## config.mk

```make
export PLATFORM = sky130hd
export DESIGN_NAME = match_lock_tracker
export DESIGN_NICKNAME = d
export VERILOG_FILES = /design/src/rtl/match_lock_tracker.sv
export SDC_FILE = /design/constraint.sdc
export NUM_CORES = 1
export LEC_CHECK = 0
export ABC_AREA = 1
export CAP_MARGIN = 20
export CORE_ASPECT_RATIO = 1.1
export CORE_MARGIN = 4
export CORE_UTILIZATION = 45
export CTS_BUF_LIST = sky130_fd_sc_hd__clkbuf_8
export CTS_CLUSTER_DIAMETER = 30
export DETAILED_ROUTE_END_ITERATION = 10
export PLACE_DENSITY = 0.73
export SKIP_LAST_GASP = 1
export SLEW_MARGIN = 20
export SYNTH_ARGS = -nofsm -noshare
export SYNTH_HDL_FRONTEND = slang
export SYNTH_SLANG_ARGS = --single-unit
```

## constraint.sdc

```tcl
create_clock -name clk -period 1.55 [get_ports clk]
set_input_delay 0.31 -clock clk [delete_from_list [all_inputs] [get_ports clk]]
set_output_delay 0.31 -clock clk [all_outputs]
set_load 0.05 [all_outputs]
```

## src/rtl/match_lock_tracker.sv

```systemverilog
// Lock tracker behind a 16-bit equality comparator: declares lock after LOCK_COUNT
// consecutive matches, drops it after UNLOCK_COUNT consecutive misses, keeps saturating totals.
module match_lock_tracker #(
   parameter int LOCK_COUNT   = 4,
   parameter int UNLOCK_COUNT = 3,
   parameter int CNT_W        = 16
) (
   input  logic             clk,
   input  logic             reset_n,
   input  logic             sample_valid,
   input  logic             eq_in,
   input  logic             clear,
   output logic             locked,
   output logic             lock_pulse,
   output logic             unlock_pulse,
   output logic [1:0]       state,
   output logic [CNT_W-1:0] match_total,
   output logic [CNT_W-1:0] miss_total
);

   // sample_valid qualifies eq_in; there is no ready, so every valid sample is consumed in its cycle.
   typedef enum logic [1:0] {
      S_SEARCH = 2'd0,
      S_VERIFY = 2'd1,
      S_LOCKED = 2'd2,
      S_HOLD   = 2'd3
   } state_t;

   localparam logic [7:0]       LOCK_N   = 8'(LOCK_COUNT);
   localparam logic [7:0]       UNLOCK_N = 8'(UNLOCK_COUNT);
   localparam logic [CNT_W-1:0] CNT_ONE  = CNT_W'(1);
   localparam logic [CNT_W-1:0] CNT_MAX  = {CNT_W{1'b1}};

   state_t           state_q, state_d;
   logic [7:0]       run_q, run_d;
   logic [7:0]       run_inc;
   logic             locked_q, locked_d;
   logic             lock_pulse_q, lock_pulse_d;
   logic             unlock_pulse_q, unlock_pulse_d;
   logic [CNT_W-1:0] match_total_q, match_total_d;
   logic [CNT_W-1:0] miss_total_q, miss_total_d;

   assign run_inc = run_q + 8'd1;

   always_ff @(posedge clk) begin
      if (!reset_n) begin
         state_q        <= S_SEARCH;
         run_q          <= 8'd0;
         locked_q       <= 1'b0;
         lock_pulse_q   <= 1'b0;
         unlock_pulse_q <= 1'b0;
      end else begin
         state_q        <= state_d;
         run_q          <= run_d;
         locked_q       <= locked_d;
         lock_pulse_q   <= lock_pulse_d;
         unlock_pulse_q <= unlock_pulse_d;
      end
   end

   always_comb begin
      state_d = state_q;
      run_d   = run_q;
      if (clear) begin
         state_d = S_SEARCH;
         run_d   = 8'd0;
      end else if (sample_valid) begin
         unique case (state_q)
            S_SEARCH: begin
               if (eq_in) begin
                  if (LOCK_N == 8'd1) begin
                     state_d = S_LOCKED;
                     run_d   = 8'd0;
                  end else begin
                     state_d = S_VERIFY;
                     run_d   = 8'd1;
                  end
               end
            end
            S_VERIFY: begin
               if (!eq_in) begin
                  state_d = S_SEARCH;
                  run_d   = 8'd0;
               end else if (run_inc == LOCK_N) begin
                  state_d = S_LOCKED;
                  run_d   = 8'd0;
               end else begin
                  run_d = run_inc;
               end
            end
            S_LOCKED: begin
               if (!eq_in) begin
                  if (UNLOCK_N == 8'd1) begin
                     state_d = S_SEARCH;
                     run_d   = 8'd0;
                  end else begin
                     state_d = S_HOLD;
                     run_d   = 8'd1;
                  end
               end
            end
            S_HOLD: begin
               if (eq_in) begin
                  state_d = S_LOCKED;
                  run_d   = 8'd0;
               end else if (run_inc == UNLOCK_N) begin
                  state_d = S_SEARCH;
                  run_d   = 8'd0;
               end else begin
                  run_d = run_inc;
               end
            end
            default: begin
               state_d = S_SEARCH;
               run_d   = 8'd0;
            end
         endcase
      end
   end

   // Pulses come from the transition itself; a clear can never produce one.
   always_comb begin
      locked_d       = (state_d == S_LOCKED) || (state_d == S_HOLD);
      lock_pulse_d   = 1'b0;
      unlock_pulse_d = 1'b0;
      if (!clear && sample_valid) begin
         lock_pulse_d   = (state_d == S_LOCKED) &&
                          ((state_q == S_SEARCH) || (state_q == S_VERIFY));
         unlock_pulse_d = (state_d == S_SEARCH) &&
                          ((state_q == S_LOCKED) || (state_q == S_HOLD));
      end
   end

   always_comb begin
      match_total_d = match_total_q;
      miss_total_d  = miss_total_q;
      if (clear) begin
         match_total_d = '0;
         miss_total_d  = '0;
      end else if (sample_valid) begin
         if (eq_in) begin
            if (match_total_q != CNT_MAX) match_total_d = match_total_q + CNT_ONE;
         end else begin
            if (miss_total_q != CNT_MAX) miss_total_d = miss_total_q + CNT_ONE;
         end
      end
   end

   always_ff @(posedge clk) begin
      if (!reset_n) begin
         match_total_q <= '0;
         miss_total_q  <= '0;
      end else begin
         match_total_q <= match_total_d;
         miss_total_q  <= miss_total_d;
      end
   end

   assign state        = state_q;
   assign locked       = locked_q;
   assign lock_pulse   = lock_pulse_q;
   assign unlock_pulse = unlock_pulse_q;
   assign match_total  = match_total_q;
   assign miss_total   = miss_total_q;

endmodule

```

==> key figures, run 1 <==
Floorplanning
  • Die H: 84.31 microns
  • Die area: 6523 sq um
  • Initial Util: 47.01%
  • # IOs: 42
  • Core Area: 5067 sq um
  • Chip Width: 77.38 microns
  • Cell Rows: 27

Power and ir drop
  • Worst vdd ir: 0.0004449 V
  • P_leak: 1.464 nW
  • Pwr/cell area: 529.1 nW/um^2

Setup path
  • Data required time at the worst endpoint: 1.76 ns
  • Crit path cell chain: buf_6, nand2_1, nor2_4, nand2_1, nand2_1, nand2_2, nor2_4, nand3_4, a21oi_2, nand2_1, nand2_1, nand2_1, nand2_1, nor2_1
  • Max FO, Critical Path: 4
  • Largest stage delay on the critical path: 0.37 ns
  • Slowest stage cell, crit path: dfxtp_4
  • Worst Path Class, Setup: reg2reg
  • Setup crit start kind: flop
  • CP most frequent cell: nand2_1
  • Crit path DAT: 1.84 ns
  • Crit end category: flop

Clock tree
  • Clk Latency, worst-skew pair: 0.30 ns
  • H-Tree Depth: 2
  • CTS tree: built
  • CTS sink count: 45
  • Clock transition at path regs: 0.08 ns
  • Clock Path Buffers: 2
  • Root Driver: clkbuf_8
  • TritonCTS Buffers: 5

Synthesis
  • Top cells by area, synth: dfxtp_1 (38%), nand2_1 (12%), a21oi_1 (7.6%)
  • Syn_area_per_cell: 6.807 sq um
  • Post-synthesis xor/xnor area fraction: 2.574%
  • Synth cell types: 34
  • Asr flop ratio synth: 0%
  • Mapped Nets: 359
  • Top cell type's share of synthesized area: 37.82%
  • Mux cell area share after synthesis: 0%
  • Most common flop cell mapped by yosys: dfxtp_1
  • Register area share after synthesis: 37.82%
  • Post-synthesis compound-gate area fraction: 16.07%
  • Synthesized flop and latch total: 45
  • Main combinational cell family by area after synthesis: simple AND/OR/NAND/NOR gates
  • Number of synthesized flops with an enable pin: 0
  • Synth warnings: 0
  • Synth Cell Area: 2382 sq um
  • Largest area contributor in the netlist: dfxtp_1
  • Post-Synth Adder-Cell Area: 2.101%
  • Simple-gate area share of the yosys netlist: 33.35%
  • Mapped Cells: 350

Global routing
  • Vias in the first global route: 2424
  • Largest net degree at the start of global routing: 19
  • All-layer global routing usage: 18.86%
  • Initial antenna violation count: 0
  • First-pass GRT wire length: 10280 microns
  • GRT overflow: 0

STA
  • Final Critical Period: 1.627 ns
  • Slew Limit Fails: 0
  • RSZ-0062 raised after global routing: yes
  • Final period util: 105.0%
  • Final setup violation count: 7
  • Clock skew: 0.001388 ns
  • Final worst setup slack: -0.07729 ns
  • Slew @ Worst Pin: 0.3367 ns
  • Slew headroom: 77.38%
  • Max Clk Rate: 0.6145 GHz
  • Final Hold Fails: 0
  • Setup TNS: -0.3247 ns

Detailed routing
  • DR vias/cell: 5.153
  • Pre-antenna DRT Iters: 4
  • Final ANT Viol Nets: 0
  • Detail-routed net length per standard cell: 13.21 microns
  • DRC viols: 0
  • Initial DRC Count: 119
  • Total number of vias: 2587
  • Total Wirelength: 6633 microns

Hold path
  • Min-delay worst type: reg2reg

Layout
  • Antenna diodes: 0
  • Final core area utilization: 79.28%
  • Nets: 452
  • Synthesis-to-layout area growth: 68.64%
  • Share of cells above drive strength 1: 45.50%

Outcome
  • Failing checks: negative setup slack
  • Outcome: complete, but fails checks

Place
  • DP Wirelength: 4517 microns
  • Port Buffer Count: 41
  • GP Congestion: 0.9000

Flow run
  • Max cap viols: 0
## cells in the final DEF (no fill, tap or decap), types with 5 or more instances in the layout
| master | n |
|---|---|
| a21oi_1 | 31 |
| a21oi_2 | 7 |
| buf_12 | 32 |
| buf_4 | 49 |
| buf_6 | 5 |
| clkbuf_8 | 5 |
| dfxtp_1 | 8 |
| dfxtp_2 | 30 |
| dfxtp_4 | 7 |
| inv_1 | 41 |
| nand2_1 | 66 |
| nand2_2 | 12 |
| nand3_1 | 14 |
| nand3_4 | 7 |
| nand4_1 | 7 |
| nor2_1 | 29 |
| nor2_2 | 9 |
| nor2_4 | 9 |
| nor3_1 | 6 |
| nor3_2 | 6 |
| o21ai_0 | 10 |
| o21ai_1 | 8 |
| xor2_1 | 6 |
## cell families (layout without fill, tap and decap cells)
group           count (synthesis)  in the layout
buf+inv                        50            144
xor+xnor                        7              7
compound gates                 69             69
simple gates                  175            175
flops                          45             45
fa+ha+maj                       4              4
## routing by layer
metal | part of all wire [%] | track usage, % | wire [microns]
met5 | 0 | 0 | 0
met4 | 1.4 | 6.958 | 92
met3 | 3.3 | 4.292 | 222
met2 | 53 | 32.76 | 3495
met1 | 43 | 22.62 | 2822
## cell usage after synthesis (6+ instances only)
library cell  number
nand2_1           74
dfxtp_1           45
inv_1             42
nor2_1            41
a21oi_1           36
nand3_1           20
o21ai_0           19
nor3_1            12
nand4_1            7
nand2_2            6
xor2_1             6
## registers in the layout, indices dropped and copies added (netlist names)
name and flops:
lock_pulse 1, locked 1, match_total 16, miss_total 16, run_q 8, state 2, unlock_pulse 1
## final cells by class
type	count	area [sq um]
clock inverter	3	17.52
fill	335	1050
sequential	45	964.7
clock buffer	5	68.82
timing repair buffer	90	1106
inverter	46	177.7
multi-input combinational	255	1610
tap	58	72.57
## worst max-delay path, delay by kind of cell, from the launching register on
family	cells	cell delay, ns
AOI/OAI and AO/OA	1	0.15
DFF	1	0.37
and+or+nand+nor	12	0.89
buffers and inverters	1	0.11
## worst paths after layout
path                            startpoint  endpoint  slack (ns)  cells past startpoint
worst max register to register    run_q[1]  state[0]       -0.08                     14
worst min register to register    run_q[7]  run_q[7]        0.49                      2
worst max-delay path              run_q[1]  state[0]       -0.08                     14
worst min-delay path              run_q[7]  run_q[7]        0.49                      2
## what timing repair did
| item | in CTS | in global routing |
|---|---|---|
| endpoints found under the setup margin | 18 | 43 |
| hold buffers | 0 | 0 |
| buffers inserted | 0 | 3 |
| gates resized for setup | 12 | 70 |
| pin swaps | 7 | 18 |
## where the power goes
| part | internal (mW) | switching (mW) | total, mW |
|---|---|---|---|
| Combinational | 0.0982 | 0.135 | 0.234 |
| Sequential | 1.15 | 0.0117 | 1.17 |
| Clock | 0.312 | 0.414 | 0.726 |
## metrics by stage
step	worst slack (ns)	hold slack (ns)	power (mW)	cell area (sq um)	cells
after floorplan	-0.06735	0.4355	1.307	2485	350
after detailed placement	-0.3583	0.4742	1.407	3597	491
after global routing	-0.2259	0.5191	2.228	4018	502
final	-0.07729	0.4853	2.126	4018	502
after global placement	-0.3263	0.4664	1.405	3597	491
after CTS	-0.02263	0.4882	2.125	3722	499
No activity file was read; power rests on OpenSTA's default activity.
==> inputs of run 2 (changes only) <==
HOLD_SLACK_MARGIN = 0.15   (was default)
PLACE_DENSITY = 0.7   (was 0.73)
clock period = 1.8 ns   (was 1.55 ns; I/O delays follow)
==> key figures, run 2 (same netlist as run 1, synthesis figures left out) <==
Layout
  • Antenna diodes: 0 (unchanged)
  • Nets: 425 (-6.0%)
  • Most frequent cells in the layout: nand2_1 (71), buf_4 (58), inv_1 (41)
  • Leading cell type in the layout, fill and taps excluded: nand2_1
  • Share of cells above drive strength 1: 27.82% (-18 points)
  • Fin cells: 475 (-5.4%)
  • Filler cell count: 480 (+43%)
  • Synthesis-to-layout area growth: 31.93%

Floorplanning
  • Cell Rows: 27 (unchanged)
  • Die area: 6523 sq um (unchanged)
  • # IOs: 42 (unchanged)
  • Die H: 84.31 microns (unchanged)
  • Initial Util: 47.01% (unchanged)
  • Core Area: 5067 sq um (unchanged)
  • Chip Width: 77.38 microns (unchanged)

Setup path
  • Top Family by Delay on Critical Path: simple AND/OR/NAND/NOR gates
  • R2r setup slk: 0.12 ns (+0.20 ns)
  • Setup crit start kind: flop
  • Slowest stage cell, crit path: dfxtp_2
  • Crit path cell chain: ha_1, nand3_1, nor2_2, nand4_1, nand3_2, inv_2, buf_4, nand2_1, o21ai_0, a21oi_1
  • Worst R2R Path Depth: 10 (-4)
  • Critical R2R Capture: match_total[5]
  • Worst Path Class, Setup: reg2reg
  • Crit end category: flop
  • Data required time at the worst endpoint: 2.04 ns (+0.28 ns)
  • Critical Path Stages: 10 (-4)
  • Crit path buf inv count: 2 (+1)
  • Largest stage delay on the critical path: 0.36 ns (about the same)
  • Max FO, Critical Path: 5 (+1)
  • R2r startpoint: match_total[1]
  • Crit path DAT: 1.92 ns (+0.08 ns)

Hold path
  • Worst hold path cell count: 1 (-1)
  • Worst hold start: miss_total[0]
  • Hold worst-path end: miss_total[0]
  • Min-delay worst type: reg2reg

Detailed routing
  • Final ANT Viol Nets: 0 (unchanged)
  • DR vias/cell: 5.156 (about the same)
  • Initial DRC Count: 158 (+33%)
  • Total number of vias: 2449 (-5.3%)
  • Pre-antenna DRT Iters: 6 (+2)
  • Detail-routed net length per standard cell: 12.09 microns (-8.5%)
  • Total Wirelength: 5745 microns (-13%)
  • DRC viols: 0 (unchanged)

Clock tree
  • H-Tree Depth: 2 (unchanged)
  • Hold_buf cts: 0 (unchanged)
  • Clock transition at path regs: 0.09 ns (about the same)
  • CTS tree: built
  • Clk Latency, worst-skew pair: 0.30 ns (about the same)
  • Root Driver: clkbuf_8
  • Clock Path Buffers: 2 (unchanged)
  • CTS sink count: 45 (unchanged)
  • TritonCTS Buffers: 5 (unchanged)

STA
  • Final Critical Period: 1.677 ns (+0.04983 ns)
  • Final setup violation count: 0 (-7)
  • Hold WS: 0.4650 ns (-0.02029 ns)
  • Slew Limit Fails: 0 (unchanged)
  • Slew @ Worst Pin: 0.3761 ns (+0.03942 ns)
  • Max Clk Rate: 0.5963 GHz (-3.0%)
  • Clock skew: 0.004433 ns (+0.003045 ns)
  • Final Hold Fails: 0 (unchanged)
  • Final period util: 93.17% (-12 points)
  • Slew headroom: 74.72% (-2.7 points)

Power and ir drop
  • Worst vdd ir: 0.0003424 V (-23%)
  • Combinational power share: 7.6% (-3.4 points)
  • Pwr/cell area: 666.2 nW/um^2 (+26%)
  • Seq pwr share: 48.2% (-6.7 points)
  • Clock power share: 44.1% (+10 points)
  • Sw power: 0.4763 mW (-15%)
  • Internal Power: 1.617 mW (+3.3%)
  • P_leak: 1.196 nW (-18%)
  • Switching Fraction: 22.75% (-3.6 points)

Flow run
  • Max cap viols: 0 (unchanged)

Global routing
  • All-layer global routing usage: 18.21% (-0.65 points)
  • First-pass GRT wire length: 9798 microns (-4.7%)
  • Largest net degree at the start of global routing: 19 (unchanged)
  • Vias in the first global route: 2191 (-9.6%)
  • Initial antenna violation count: 0 (unchanged)
  • GRT overflow: 0 (unchanged)

Place
  • GP Congestion: 0.8580 (-4.7%)
  • DP Wirelength: 4276 microns (-5.3%)
  • Post-placement cell count: 466 (-5.1%)
  • Port Buffer Count: 41 (unchanged)

Outcome
  • Outcome: complete, no violations
-- run 2: changes by cell type in the layout (fill, tap and decap cells not counted), sizes merged --
cell,delta
buf,-27
clkinv,-3
bufinv,+2
clkdlybuf4s50,+1
dlygate4sd2,-1
inv,+1
-- run 2: worst max-delay path by stage --
stage,from,to,slack [ns]
6_report,match_total[1],match_total[5],0.12
5_1_grt,run_q[1],state[0],-0.005
4_1_cts,match_total[1],match_total[11],0.06
3_5_place_dp,sample_valid,miss_total[15],-0.18
3_3_place_gp,sample_valid,match_total[11],-0.15
2_1_floorplan,miss_total[4],miss_total[15],0.009
-- run 2: layer usage --
metal / track usage [%] / up-vias / wire (microns) / part of all wire, %
met5: 0 / - / 0 / 0
met4: 5.987 / 0 / 99 / 1.7
met3: 4.506 / 11 / 305 / 5.3
met2: 30.71 / 75 / 2762 / 48
met1: 22.68 / 1089 / 2577 / 45
li1: - / 1274 / - / -
-- run 2: final cells by class --
| type | instances | area [sq um] | share of cell area (%) |
|---|---|---|---|
| tap | 58 | 72.57 | 2.309 |
| clock buffer | 5 | 68.82 | 2.189 |
| inverter | 46 | 172.7 | 5.494 |
| multi-input combinational | 255 | 1354 | 43.07 |
| clock inverter | 3 | 68.82 | 2.189 |
| sequential | 45 | 917.1 | 29.18 |
| timing repair buffer | 63 | 489.2 | 15.57 |
-- run 2: worst register-to-register path, stage by stage, from the launching register on --
cell and delay (ns):
dfxtp_2 0.36, ha_1 0.18, nand3_1 0.13, nor2_2 0.17
nand4_1 0.12, nand3_2 0.16, inv_2 0.06, buf_4 0.14
nand2_1 0.08, o21ai_0 0.09, a21oi_1 0.13
-- run 2: power groups by stage --
| stage | Sequential, mW | Combinational, mW | Clock, mW |
|---|---|---|---|
| after detailed placement | 1.03 | 0.156 | 0 |
| after floorplan | 1.06 | 0.0717 | 0 |
| after CTS | 1.01 | 0.157 | 0.952 |
| after global routing | 1.01 | 0.177 | 0.987 |
| after global placement | 1.03 | 0.155 | 0 |
| final | 1.01 | 0.160 | 0.924 |
-- run 2: metrics by stage --
stage	instance area, sq um	setup TNS, ns	util, %	power (mW)	setup WS [ns]
after CTS	3054	0	60.27	2.120	0.06073
after detailed placement	2917	-2.344	57.56	1.190	-0.1763
after global placement	2917	-1.877	57.56	1.188	-0.1476
after floorplan	2389	0	-	1.127	0.008924
after global routing	3143	-0.009938	62.02	2.175	-0.005292
final	3143	0	62.02	2.094	0.1229
-- run 2: timing repair --
action | CTS | global route
setup endpoints to repair | 0 | 18
resized for setup | 0 | 25
hold endpoints to repair | 0 | 0
buffers inserted | 0 | 1
==> inputs of run 3 (changes only) <==
SLEW_MARGIN = 25   (was 20)
==> results of run 3 <==
Final layout, timing and power as in run 2 (identical DEF).
==> patch 1 (settings of run 2) <==
Register the output `match_total` once more, cleared by the reset; this adds one clock of latency there. The other outputs are not delayed to match.
--- a/src/rtl/match_lock_tracker.sv
+++ b/src/rtl/match_lock_tracker.sv
@@ -160,7 +160,13 @@
    assign locked       = locked_q;
    assign lock_pulse   = lock_pulse_q;
    assign unlock_pulse = unlock_pulse_q;
-   assign match_total  = match_total_q;
+   always_ff @(posedge clk) begin
+      if (!reset_n) begin
+         match_total <= '0;
+      end else begin
+         match_total <= match_total_q;
+      end
+   end
    assign miss_total   = miss_total_q;
 
 endmodule
Function: changed (a bounded check fails within 4 cycles, from zero or initial values and one cycle with reset_n low).
==> patch 1 against run 2 <==
- synthesized area up 24%
- sequential cell count up 16
- cell area up 21%
- setup slack better by 0.0049 ns
- maximum frequency up 0.29%
- routed wire length up 20%
- clock skew up 0.0011 ns
- first-iteration DRC count up 10%
- power up 27%
- critical path type unchanged
- largest cell class unchanged
- largest power group unchanged
==> patch 1: results <==
set metrics [dict create \
    fill_cells 587 \
    ys_seq_area_frac 0.4150 \
    slowest_delay_ns 0.34 \
    drt-wirelength-per-cell_um 12.01 \
    drtPass1Iterations 4 \
    place.detailed.hpwl_um 5140 \
    drtIter0Drc 174 \
    grt.met2_usage 0.3025 \
    grt_use_met1 0.2258 \
    via_per_inst 4.993 \
    grt_pass1_wl_um 11810 \
    synthTopCellsByArea "dfxtp_1 41%, nand2_1 15%, inv_1 6.9%" \
    switching_share 0.2265 \
    cts.clk_slew.worst_paths_ns 0.06 \
    worst_pin_slew_ns 0.5051 \
    synthTopCellsByCount "115 x nand2_1, 61 x dfxtp_1, 54 x inv_1" \
    arrival_ns 1.94 \
    status "finished clean" \
    cts.repair.resized 4 \
    netlist-cell-type-count 32 \
    grt_pass1_vias 2653 \
    placed_area_mm2 0.003523 \
    grt_usage 0.1824 \
    layout.nets 501 \
    cts_made_buffers 9 \
    htreeDepth 3 \
    met3_usage 0.03559 \
    path_max_fanout 4 \
    syn_nets 433 \
    p_leak_nw 1.628 \
    gp_congestion 0.8796 \
    multi_input_area_mm2 0.001541 \
    layout-drive-gt1-share 0.2283 \
    antenna_found_initial 0 \
    finClkSkew_ns 0.005486 \
    insertion_delay_ns 0.33 \
    ys.warnings.count 0 \
    grt_max_degree 22 \
]
[patch 1: per-stage QoR]
| stage | hold WS [ns] | setup WS, ns | cells |
|---|---|---|---|
| after floorplan | 0.4340 | 0.05041 | 424 |
| after global placement | 0.4441 | -0.04962 | 561 |
| after detailed placement | 0.4552 | -0.1005 | 561 |
| after CTS | 0.4628 | 0.0003207 | 575 |
| after global routing | 0.4797 | -0.02612 | 575 |
| final | 0.4590 | 0.1278 | 575 |
[patch 1: cell type report]
type                       count  share of cell area
clock buffer                  13             0.04716
clock inverter                 1            0.001319
inverter                      57             0.05640
multi-input combinational    296              0.4063
sequential                    61              0.3249
tap                           80             0.02639
timing repair buffer          67              0.1375
[patch 1: worst paths after layout]
kind / startpoint / endpoint / slack (ns) / cells after the start
setup / recovery: run_q[1] / lock_pulse / 0.13 / 13
hold / removal: miss_total[0] / miss_total[0] / 0.46 / 1
setup reg to reg: run_q[1] / lock_pulse / 0.13 / 13
hold reg to reg: miss_total[0] / miss_total[0] / 0.46 / 1
[patch 1: kinds of logic after synthesis]
kind of cell,count (synthesis),synth area share
buf+inv,67,0.08801
flops,61,0.4150
fa+ha+maj,4,0.01701
simple gates,222,0.3406
xor+xnor,11,0.03274
compound gates,59,0.1067
[patch 1: metal layers]
metal  wire length [um]  up-vias  part of all wire
met1               3145     1308              0.46
met3                274       12             0.040
li1                   -     1494                 -
met5                  0        -                 0
met4                133        0             0.019
met2               3352       57              0.49
[patch 1: power by group through the flow]
| stage | logic [mW] | registers, mW | clock network (mW) |
|---|---|---|---|
| after global placement | 0.161 | 1.40 | 0 |
| after floorplan | 0.0751 | 1.41 | 0 |
| after CTS | 0.164 | 1.37 | 1.16 |
| after global routing | 0.182 | 1.37 | 1.22 |
| after detailed placement | 0.163 | 1.40 | 0 |
| final | 0.166 | 1.37 | 1.12 |
==> patch 2 (settings of run 2) <==
Made on the original files. Change the parameter `CNT_W` from 16 to 32.
--- a/src/rtl/match_lock_tracker.sv
+++ b/src/rtl/match_lock_tracker.sv
@@ -3,7 +3,7 @@
 module match_lock_tracker #(
    parameter int LOCK_COUNT   = 4,
    parameter int UNLOCK_COUNT = 3,
-   parameter int CNT_W        = 16
+   parameter int CNT_W        = 32
 ) (
    input  logic             clk,
    input  logic             reset_n,
Interface: changed (resized match_total and miss_total); port bits go from 42 to 74. The function was not compared with the original's and may differ.
==> patch 2 against run 2 <==
- synthesized area increased by 98%
- setup slack got worse by 0.086 ns
- clock power increased by 46%
- synthesized cell count increased by 110%
- die area increased by 87%
- combinational power increased by 55%
- power increased by 58%
- sequential cell count increased by 32
- sequential share of layout area decreased by 4.4 points
- routed wire length increased to 2.5 times the old value
- cell area increased by 100%
- clock skew increased by 0.0031 ns
- worst hold slack improved by 0.019 ns
==> patch 2: results <==
set metrics [dict create \
    htreeDepth 3 \
    synthTopCellsByCount "245 x nand2_1, 91 x nor2_1, 77 x dfxtp_1" \
    dp_slack_ns -0.1691 \
    status "finished clean" \
    layout-drive-gt1-share 0.3039 \
    drtIter0Drc 284 \
    grt_pass1_wl_um 23110 \
    maxSlewHeadroom 0.7500 \
    ys_seq_area_frac 0.3269 \
    via_per_inst 5.192 \
    finClkSkew_ns 0.007523 \
    antenna_found_initial 0 \
    cts.repair.resized 8 \
    gp_congestion 0.9200 \
    placed_area_mm2 0.005937 \
    postLayoutCellArea_mm2 0.006442 \
    synthTopCellsByArea "dfxtp_1 33%, nand2_1 20%, nor2_1 7.2%" \
    dp.cells 1005 \
    finalNonFillerCells 1035 \
    place.detailed.hpwl_um 10620 \
    arrival_ns 2.03 \
    grt_max_degree 32 \
    insertion_delay_ns 0.37 \
    grt_pass1_vias 5058 \
    path_max_fanout 4 \
    p_leak_nw 2.634 \
    post_cts_buffers 2 \
    grt_usage 0.2313 \
    syn_nets 748 \
    netlist-cell-type-count 38 \
    port_buffers 73 \
    worst_path_max_delay_cell "dfxtp_2" \
    drt_wl_total_um 14460 \
    layout.nets 899 \
    drtPass1Iterations 5 \
    fill_cells 927 \
    vdd_drop_max_mv 0.3012 \
]
==> patch 2: changes by cell type in the layout (fill, tap and decap cells not counted), sizes merged, moves of 16 or more <==
| cell | delta |
|---|---|
| nand2 | +170 |
| buf | +95 |
| nor2 | +50 |
| dfxtp | +32 |
| inv | +27 |
| a21oi | +19 |
| nor3 | +19 |
| xor2 | +16 |
==> patch 2: power by group <==
| part | switching [mW] | total [mW] | internal (mW) |
|---|---|---|---|
| combinational | 0.154 | 0.248 | 0.0933 |
| clock | 0.720 | 1.35 | 0.634 |
| sequential | 0.00693 | 1.71 | 1.70 |
==> patch 2: worst paths after layout <==
kind	start	to	slack (ns)	depth (start not counted)
min reg2reg	miss_total[4]	miss_total[4]	0.48	1
max reg2reg	match_total[1]	match_total[20]	0.04	11
max	match_total[1]	match_total[20]	0.04	11
min	miss_total[4]	miss_total[4]	0.48	1
==> patch 2: kinds of logic after synthesis <==
logic type,share of synthesized area
buffers and inverters,0.08517
AO/OA/AOI/OAI,0.09764
adder cells (fa/ha/maj),0.01061
XOR/XNOR,0.06686
flip-flops,0.3269
AND/OR/NAND/NOR,0.4128
==> patch 2: layout make-up <==
type                    instances  area share
clock buffers                   9     0.01923
repair buffers                159      0.1932
inverters                      72     0.04273
multi-input cells             571      0.4593
flip-flops and latches         77      0.2480
clock inverters                 7     0.01029
well taps                     140     0.02719
==> patch 2: routing by layer <==
layer  global-route usage  vias up  wire length (um)
met5                    0        -                 0
met4               0.1010        0               393
met3              0.02807       35               789
met2               0.4009      194              6958
met1               0.2907     2481              6316
li1                     -     2664                 -
==> patch 2: worst max-delay path: cells and delay by family, from the launching register on <==
family          cells  cell delay (ns)
compound gates      1             0.04
fa+ha+maj           1             0.14
buf+inv             3             0.35
simple gates        6             0.78
flops               1             0.36
